[src/rtl/sec_access_arbiter.sv]
// rtl/sec_access_arbiter.sv - two-port arbiter around a shared SEC syndrome/correction core
// Classifies the core syndrome, registers one result per grant and keeps saturating error counters.
module sec_access_arbiter #(
  parameter int CNT_W      = 16,
  parameter bit FIXED_PRIO = 1'b0
) (
  input  logic             i_clk,
  input  logic             i_rst,
  input  logic [1:0]       i_req_valid,
  output logic [1:0]       o_req_ready,
  input  logic [1:0]       i_req_mode,
  input  logic [63:0]      i_req_data,
  input  logic [15:0]      i_req_check,
  output logic             o_resp_valid,
  input  logic             i_resp_ready,
  output logic             o_resp_port,
  output logic [31:0]      o_resp_data,
  output logic [7:0]       o_resp_check,
  output logic [1:0]       o_resp_status,
  input  logic             i_cnt_clear,
  output logic [CNT_W-1:0] o_cnt_corr,
  output logic [CNT_W-1:0] o_cnt_unc,
  output logic [31:0]      o_dp_id,
  output logic [7:0]       o_dp_ic,
  output logic             o_dp_r,
  input  logic [31:0]      i_dp_od,
  input  logic [7:0]       i_dp_s
);

  typedef enum logic {S_EMPTY, S_FULL} state_t;

  state_t           r_state;
  logic             r_rr_ptr;
  logic             r_resp_port;
  logic [31:0]      r_resp_data;
  logic [7:0]       r_resp_check;
  logic [1:0]       r_resp_status;
  logic [CNT_W-1:0] r_cnt_corr;
  logic [CNT_W-1:0] r_cnt_unc;

  logic        w_can_accept;
  logic [1:0]  w_grant;
  logic        w_any;
  logic        w_sel;
  logic        w_mode;
  logic        w_s_one_hot;
  logic [31:0] w_res_data;
  logic [7:0]  w_res_check;
  logic [1:0]  w_res_status;

  assign w_can_accept = (r_state == S_EMPTY) | i_resp_ready;

  always_comb begin
    w_grant = 2'b00;
    if (w_can_accept) begin
      case (i_req_valid)
        2'b01:   w_grant = 2'b01;
        2'b10:   w_grant = 2'b10;
        2'b11:   w_grant = (FIXED_PRIO || !r_rr_ptr) ? 2'b01 : 2'b10;
        default: w_grant = 2'b00;
      endcase
    end
  end

  assign w_any       = |w_grant;
  assign w_sel       = w_grant[1];
  assign o_req_ready = w_grant;

  // Idle cycles present port 0 to the core so its inputs never float.
  assign w_mode  = i_req_mode[w_sel];
  assign o_dp_id = w_sel ? i_req_data[63:32] : i_req_data[31:0];
  assign o_dp_ic = !w_mode ? 8'h00 : (w_sel ? i_req_check[15:8] : i_req_check[7:0]);
  assign o_dp_r  = w_mode;

  assign w_s_one_hot = (i_dp_s != 8'h00) && ((i_dp_s & (i_dp_s - 8'h01)) == 8'h00);

  always_comb begin
    w_res_status = 2'b00;
    w_res_data   = o_dp_id;
    w_res_check  = o_dp_ic;
    if (!w_mode) begin
      w_res_check = i_dp_s;
    end else if (i_dp_s == 8'h00) begin
      w_res_status = 2'b00;
    end else if (w_s_one_hot) begin
      w_res_status = 2'b10;
      w_res_check  = o_dp_ic ^ i_dp_s;
    end else if (i_dp_od != o_dp_id) begin
      w_res_status = 2'b01;
      w_res_data   = i_dp_od;
    end else begin
      w_res_status = 2'b11;
    end
  end

  always_ff @(posedge i_clk) begin
    if (i_rst) begin
      r_state       <= S_EMPTY;
      r_rr_ptr      <= 1'b0;
      r_resp_port   <= 1'b0;
      r_resp_data   <= '0;
      r_resp_check  <= '0;
      r_resp_status <= '0;
      r_cnt_corr    <= '0;
      r_cnt_unc     <= '0;
    end else begin
      if (w_any) begin
        r_state       <= S_FULL;
        r_rr_ptr      <= ~w_sel;
        r_resp_port   <= w_sel;
        r_resp_data   <= w_res_data;
        r_resp_check  <= w_res_check;
        r_resp_status <= w_res_status;
      end else if (r_state == S_FULL && i_resp_ready) begin
        r_state <= S_EMPTY;
      end
      // A clear wins over an increment landing in the same cycle.
      if (i_cnt_clear) begin
        r_cnt_corr <= '0;
        r_cnt_unc  <= '0;
      end else if (w_any) begin
        if ((w_res_status == 2'b01 || w_res_status == 2'b10) && !(&r_cnt_corr))
          r_cnt_corr <= r_cnt_corr + 1'b1;
        if (w_res_status == 2'b11 && !(&r_cnt_unc))
          r_cnt_unc <= r_cnt_unc + 1'b1;
      end
    end
  end

  assign o_resp_valid  = (r_state == S_FULL);
  assign o_resp_port   = r_resp_port;
  assign o_resp_data   = r_resp_data;
  assign o_resp_check  = r_resp_check;
  assign o_resp_status = r_resp_status;
  assign o_cnt_corr    = r_cnt_corr;
  assign o_cnt_unc     = r_cnt_unc;

endmodule

[config.mk]
export PLATFORM = sky130hd
export DESIGN_NAME = sec_access_arbiter
export DESIGN_NICKNAME = d
export VERILOG_FILES = /design/src/rtl/sec_access_arbiter.sv
export SDC_FILE = /design/constraint.sdc
export NUM_CORES = 1
export LEC_CHECK = 0
export CAP_MARGIN = 20
export CELL_PAD_IN_SITES_DETAIL_PLACEMENT = 1
export CELL_PAD_IN_SITES_GLOBAL_PLACEMENT = 1
export CORE_MARGIN = 2
export CORE_UTILIZATION = 29
export CTS_BUF_LIST = sky130_fd_sc_hd__clkbuf_8
export CTS_CLUSTER_SIZE = 30
export DETAILED_ROUTE_END_ITERATION = 8
export GPL_ROUTABILITY_DRIVEN = 0
export HOLD_SLACK_MARGIN = 0.05
export PLACE_DENSITY = 0.88
export SYNTH_ARGS = -nofsm -noshare
export SYNTH_HDL_FRONTEND = slang
export SYNTH_SLANG_ARGS = --single-unit
[constraint.sdc]
create_clock -name i_clk -period 4.4 [get_ports i_clk]
set_input_delay 0.66 -clock i_clk [delete_from_list [all_inputs] [get_ports i_clk]]
set_output_delay 0.66 -clock i_clk [all_outputs]
set_load 0.02 [all_outputs]
# Word-level counts from Yosys, hierarchy flattened
# Cells that the tools add are included.
# word_totals
register_bits	77
input_bits	128
wordCells	62
output_inout_bits	119
# classes
n_bitwise	5
n_addsub	3
muxes	21
magnitude_cmp	1
n_reduce_logical	17
eq_ne	7
# op_table
operator	n
$mux 32	5
$mux 8	5
$add 16x1->16 const B	2
$ne 32x32->1	1
$reduce_and 16->1	2
$logic_not 8->1	2
$mux 2	6
$and 8x8->8	1
$eq 2x2->1 const B	4
$reduce_bool 8->1	1
$sub 8x1->8 const B	1
$xor 8x8->8	1
$pmux 2 s3	1
$eq 2x1->1 const B	2
$logic_and 1x1->1	4
$mux 1	4
$reduce_and 2->1	2
$reduce_or 2->1	2
$logic_not 1->1	2
$lt 1x2->1 const B	1
$not 1->1	2
$reduce_bool 2->1	1
$logic_or 1x1->1	1
$or 1x1->1	1

# Logic depth before layout (Yosys ltp)
# logic_depth
depth_word	13
depth_mapped	18
mapped_depth_nobuf	16

# Least setup slack after synthesis
# No wires, ideal clock.
# synth_path
kind	input-to-reg
from	input port i_resp_ready
to	register r_cnt_unc[15], in the netlist o_cnt_unc[15]
setup_time_ps	71
n_path_buf	1
stages	17
setup_slack_ps	690
required_time_ps	4329
arrival_ps	3640
path_cell_list	nand2b_4 -> nand3_4 -> inv_6 -> buf_8 -> mux2i_1 -> o22ai_2 -> nor4_4 -> a31oi_1 -> and2_1 -> nor3_1 -> ha_1 -> nand2_1 -> a31oi_1 -> and3_1 -> nand2_1 -> or3_1 -> a21oi_1
# synth_via
elab_chain_cells	11
word_cells_on_any_way	14
cone_classes	2 x eq/ne; 8 x mux; 1 x bitwise; 3 x reduce/logical
# synth_rtl
item	line_no	rtl
start, declared	15	input logic i_resp_ready,
$or 1x1->1 (*)	51	assign w_can_accept = (r_state == S_EMPTY) | i_resp_ready;
$mux 2 (*)	55	if (w_can_accept) begin
$mux 32	71	assign o_dp_id = w_sel ? i_req_data[63:32] : i_req_data[31:0];
$ne 32x32->1	88	end else if (i_dp_od != o_dp_id) begin
$mux 2	88	
$mux 2	85	end else if (w_s_one_hot) begin
$mux 2	83	end else if (i_dp_s == 8'h00) begin
$mux 2 (*)	81	if (!w_mode) begin
named net w_res_status[1]	49	logic [1:0] w_res_status;
$eq 2x2->1 (*)	124	if (w_res_status == 2'b11 && !(&r_cnt_unc))
$logic_and 1x1->1 (*)	124	
$reduce_and 2->1 (no line) (*)	n/a	
end signal, assigned	125	r_cnt_unc <= r_cnt_unc + 1'b1;
end, declared	39	logic [CNT_W-1:0] r_cnt_unc;
# The timed path passes the listed nets; every way through them passes the cells marked *. The select of a mux whose other input is x is not followed.
# A chain may end at the register's enable or synchronous reset.

# Final worst setup path
# layout_path
from	input port i_req_valid[1]
to	register r_cnt_corr[15], in the netlist o_cnt_corr[15]
# layout_via
elab_chain_cells	13
word_cells_on_any_way	19
cone_classes	6 x eq/ne; 9 x mux; 4 x reduce/logical
# layout_rtl
item	line_no	rtl
start, declared	9	input logic [1:0] i_req_valid,
$eq 2x2->1 or $eq 2x1->1 (tied branches)	56	case (i_req_valid)
$pmux 2 s3 (*)	56	
$mux 2 (*)	55	
$mux 32	71	
$ne 32x32->1	88	
$mux 2	88	
$mux 2	85	
$mux 2	83	
$mux 2 (*)	81	
named net w_res_status[1]	49	
$eq 2x1->1 or $eq 2x2->1 (tied branches)	122	if ((w_res_status == 2'b01 || w_res_status == 2'b10) && !(&r_cnt_corr))
$logic_or 1x1->1 (*)	122	
$logic_and 1x1->1 (*)	122	
$reduce_and 2->1 (no line) (*)	n/a	
end signal, assigned	123	r_cnt_corr <= r_cnt_corr + 1'b1;
end, declared	38	logic [CNT_W-1:0] r_cnt_corr;
# Marks and branches as above.

==> summary.md <==
| Metric | Value |
|---|---|
| Status | complete, no violations |
| WP data required | about 4.7 ns |
| Worst setup path class | in -> reg |
| DR pass1 iterations | 4 |
| Power Density | between 200 and 300 nW/um^2 |
| Routed via count | between 6000 and 7000 |
| Post-synth net total | just under 800 |
| Starting DRC count in detailed routing | 313 |
| Most frequent cells in the layout | 245 x clkdlybuf4s50_1, 108 x nand2_1, 77 x dfxtp_1, 56 x nand3b_1, 48 x nor2_1 |
| Die Span Y | 137 um |
| Post-Synthesis Cells | 663 |
| Largest net degree at the start of global routing | just under 80 |
| Placeable core region | 17200 um^2 |
| Top-area cell type share of the netlist area | 0.302 |
| CTS root buf | clkbuf_8 |
| Antenna-violating nets left | 0 |
| First-pass GRT wire length | 35500 um |
| Post-synth EDFFs | 0 |
| Max Cap Viol | 0 |
| Worst setup margin | 0.348 ns |
| CTS tree | done |
| Area of the multi-input gates | between 3000 and 4000 um^2 |
| Via density | 5.37 |
| Cell area after layout | 8080 um^2 |
| Normalized max-slew margin | 0.477 |
| Reg area | 1540 um^2 |
| Static leakage | 3.10 nW |
| Yosys warns | 0 |
| Finished Core Util | 0.469 |
| Reg clk slew, reported paths | roughly 0.1 ns |
| Yosys top cell by area | dfxtp_1 |
| Grt ovf | 0 |
| Mapped Area | between 5000 and 6000 um^2 |
| Vias in the first global route | 6469 |
| Power Total | around 2.1 mW |
| Die ar. | 18700 um^2 |
| #FFs+latches synth | 77 |
| Post-CTS Setup Inserts | 0 |
| Setup WS pre-CTS | -0.127 ns |
| Non-filler instance count after layout | 1137 |
| Slew @ Worst Pin | 0.782 ns |
| Worst-skew pair later-pin latency | 0.38 ns |
| WL per Instance | a little over 20 um |
| Detail Placement HPWL | ~18000 um |
| Leading cell type in the layout, fill and taps excluded | clkdlybuf4s50_1 |
| Top Ports | 247 |
| Placed cell count | 1121 |
| Setup TNS | 0 ns |
| Row Count | 48 |
| Fin Hold WS | 0.505 ns |
| Top_reg_cell synth | dfxtp_1 |
| Layout area overhead | 58.2% |
| Inserted Diodes | 0 |
| CP arrival | 4.35 ns |
| RSZ-0062 raised after global routing | false |
| CTS buffer count | 9 |
| Worst hold path class | reg -> reg |
| Setup violators final | 0 |
| Async set or reset register ratio after synthesis | 0 |
| Final net count | 1038 |
| Die X | 137 um |
| Final Hold Viols | 0 |
| DRC Markers | 0 |
| Critical Path Start Type | input pin |
| Fmax | ~250 MHz |
| WL final | approximately 23000 um |
| CP Capture Type | flop |
| Worst Skew | around 0.0095 ns |
| Register area share after synthesis | 0.302 |
| I/O Buffers | approximately 250 |
| H-tree Lvls | 3 |
| Fraction of layout cells with a size suffix above 1 | 0.0691 |
| Peak VDD IR | approximately 0.12 mV |
| Period minus WS final | ~4.1 ns |
| Top post-synthesis cells by area | dfxtp_1 30%, nand3b_1 8.2%, nand2_1 7.9% |
| Slew Limit Fails | 0 |
| Gr usage total | 0.249 |
| Clock sinks | 77 |
| CTS Buffer Depth | 2 |
| Fillers | 2042 |
| Part of the cycle the worst path needs | 0.921 |
| Placed Area | 7900 um^2 |
| Initial antenna violation count | 0 |
| Count of cell types in the netlist | between 50 and 60 |
| Avg Cell Area, Syn | 7.71 um^2 |
| Initial Util | 0.297 |
| Crit Path Max Fanout | 15 |
-- cells in the mapped netlist (all sizes together), types with 8 or more instances --
cell type	n
a211oi	9
a21oi	23
and3	9
buf	10
clkbuf	32
dfxtp	77
inv	35
mux2i	12
nand2	108
nand2b	10
nand3	29
nand3b	56
nand4	11
nand4b	21
nor2	48
nor3	8
o21ai	17
o311ai	9
or3	10
or4	11
xnor2	18
xor2	41
-- flip-flops by register name (all words and copies together) (netlist names) --
register,count
o_cnt_corr,16
o_cnt_unc,16
o_resp_check,8
o_resp_data,32
o_resp_port,1
o_resp_status,2
o_resp_valid,1
r_rr_ptr,1
-- final timing paths --
kind                            depth (start not counted)  slack [ns]                            to                          from
worst min-delay path                                    2        0.50  o_resp_check[4]$_SDFFE_PP0P_  o_resp_check[4]$_SDFFE_PP0P_
worst max register to register                         16        0.67   o_cnt_corr[15]$_SDFFE_PP0P_         r_rr_ptr$_SDFFE_PP0P_
worst min register to register                          2        0.50  o_resp_check[4]$_SDFFE_PP0P_  o_resp_check[4]$_SDFFE_PP0P_
worst max-delay path                                   16        0.35   o_cnt_corr[15]$_SDFFE_PP0P_                i_req_valid[1]
-- logic make-up after synthesis --
logic type,count (synthesis),share of synthesized area
adder cells (fa/ha/maj),5,0.0113
AO/OA/AOI/OAI,88,0.120
buffers and inverters,77,0.0666
flip-flops,77,0.302
AND/OR/NAND/NOR,345,0.375
multiplexers,12,0.0242
XOR/XNOR,59,0.101
-- critical path, cell delays in order --
cell and delay, ns:
clkdlybuf4s50_1 0.57, nand3_4 0.15, inv_6 0.20, mux2i_1 0.32
o22ai_2 0.18, nor4_4 0.31, a31oi_1 0.11, and2_1 0.19
nor3_1 0.25, ha_1 0.17, nand2_1 0.06, a31oi_2 0.24
and3_1 0.26, nand2_1 0.17, or3_1 0.35, a21oi_1 0.18
-- final cells by class --
class	count	area share
Clock inverter	7	0.00712
Timing Repair Buffer	275	0.334
Sequential cell	77	0.191
Inverter	35	0.0169
Tap cell	225	0.0348
Clock buffer	9	0.0153
Multi-Input combinational cell	509	0.401
-- repair_timing --
action / in CTS / in global routing
hold endpoints to repair: 0 / 0
setup endpoints to repair: 0 / 3
hold buffers: 0 / 0
gates resized for setup: 0 / 1
-- where the power goes --
| group | leakage [nW] | switching (mW) | internal, mW |
|---|---|---|---|
| combinational | 2.39 | 0.417 | 0.367 |
| clock | 0.0833 | 0.323 | 0.213 |
| sequential | 0.630 | 0.0267 | 0.741 |
-- layer usage --
| layer | track usage | vias up | wire, um |
|---|---|---|---|
| li1 | - | 2835 | - |
| met1 | 0.293 | 2930 | 9100 |
| met2 | 0.426 | 275 | 11200 |
| met3 | 0.0496 | 69 | 1740 |
| met4 | 0.128 | 0 | 1030 |
| met5 | 0 | - | 0 |
(Power assumes the default switching activity.)
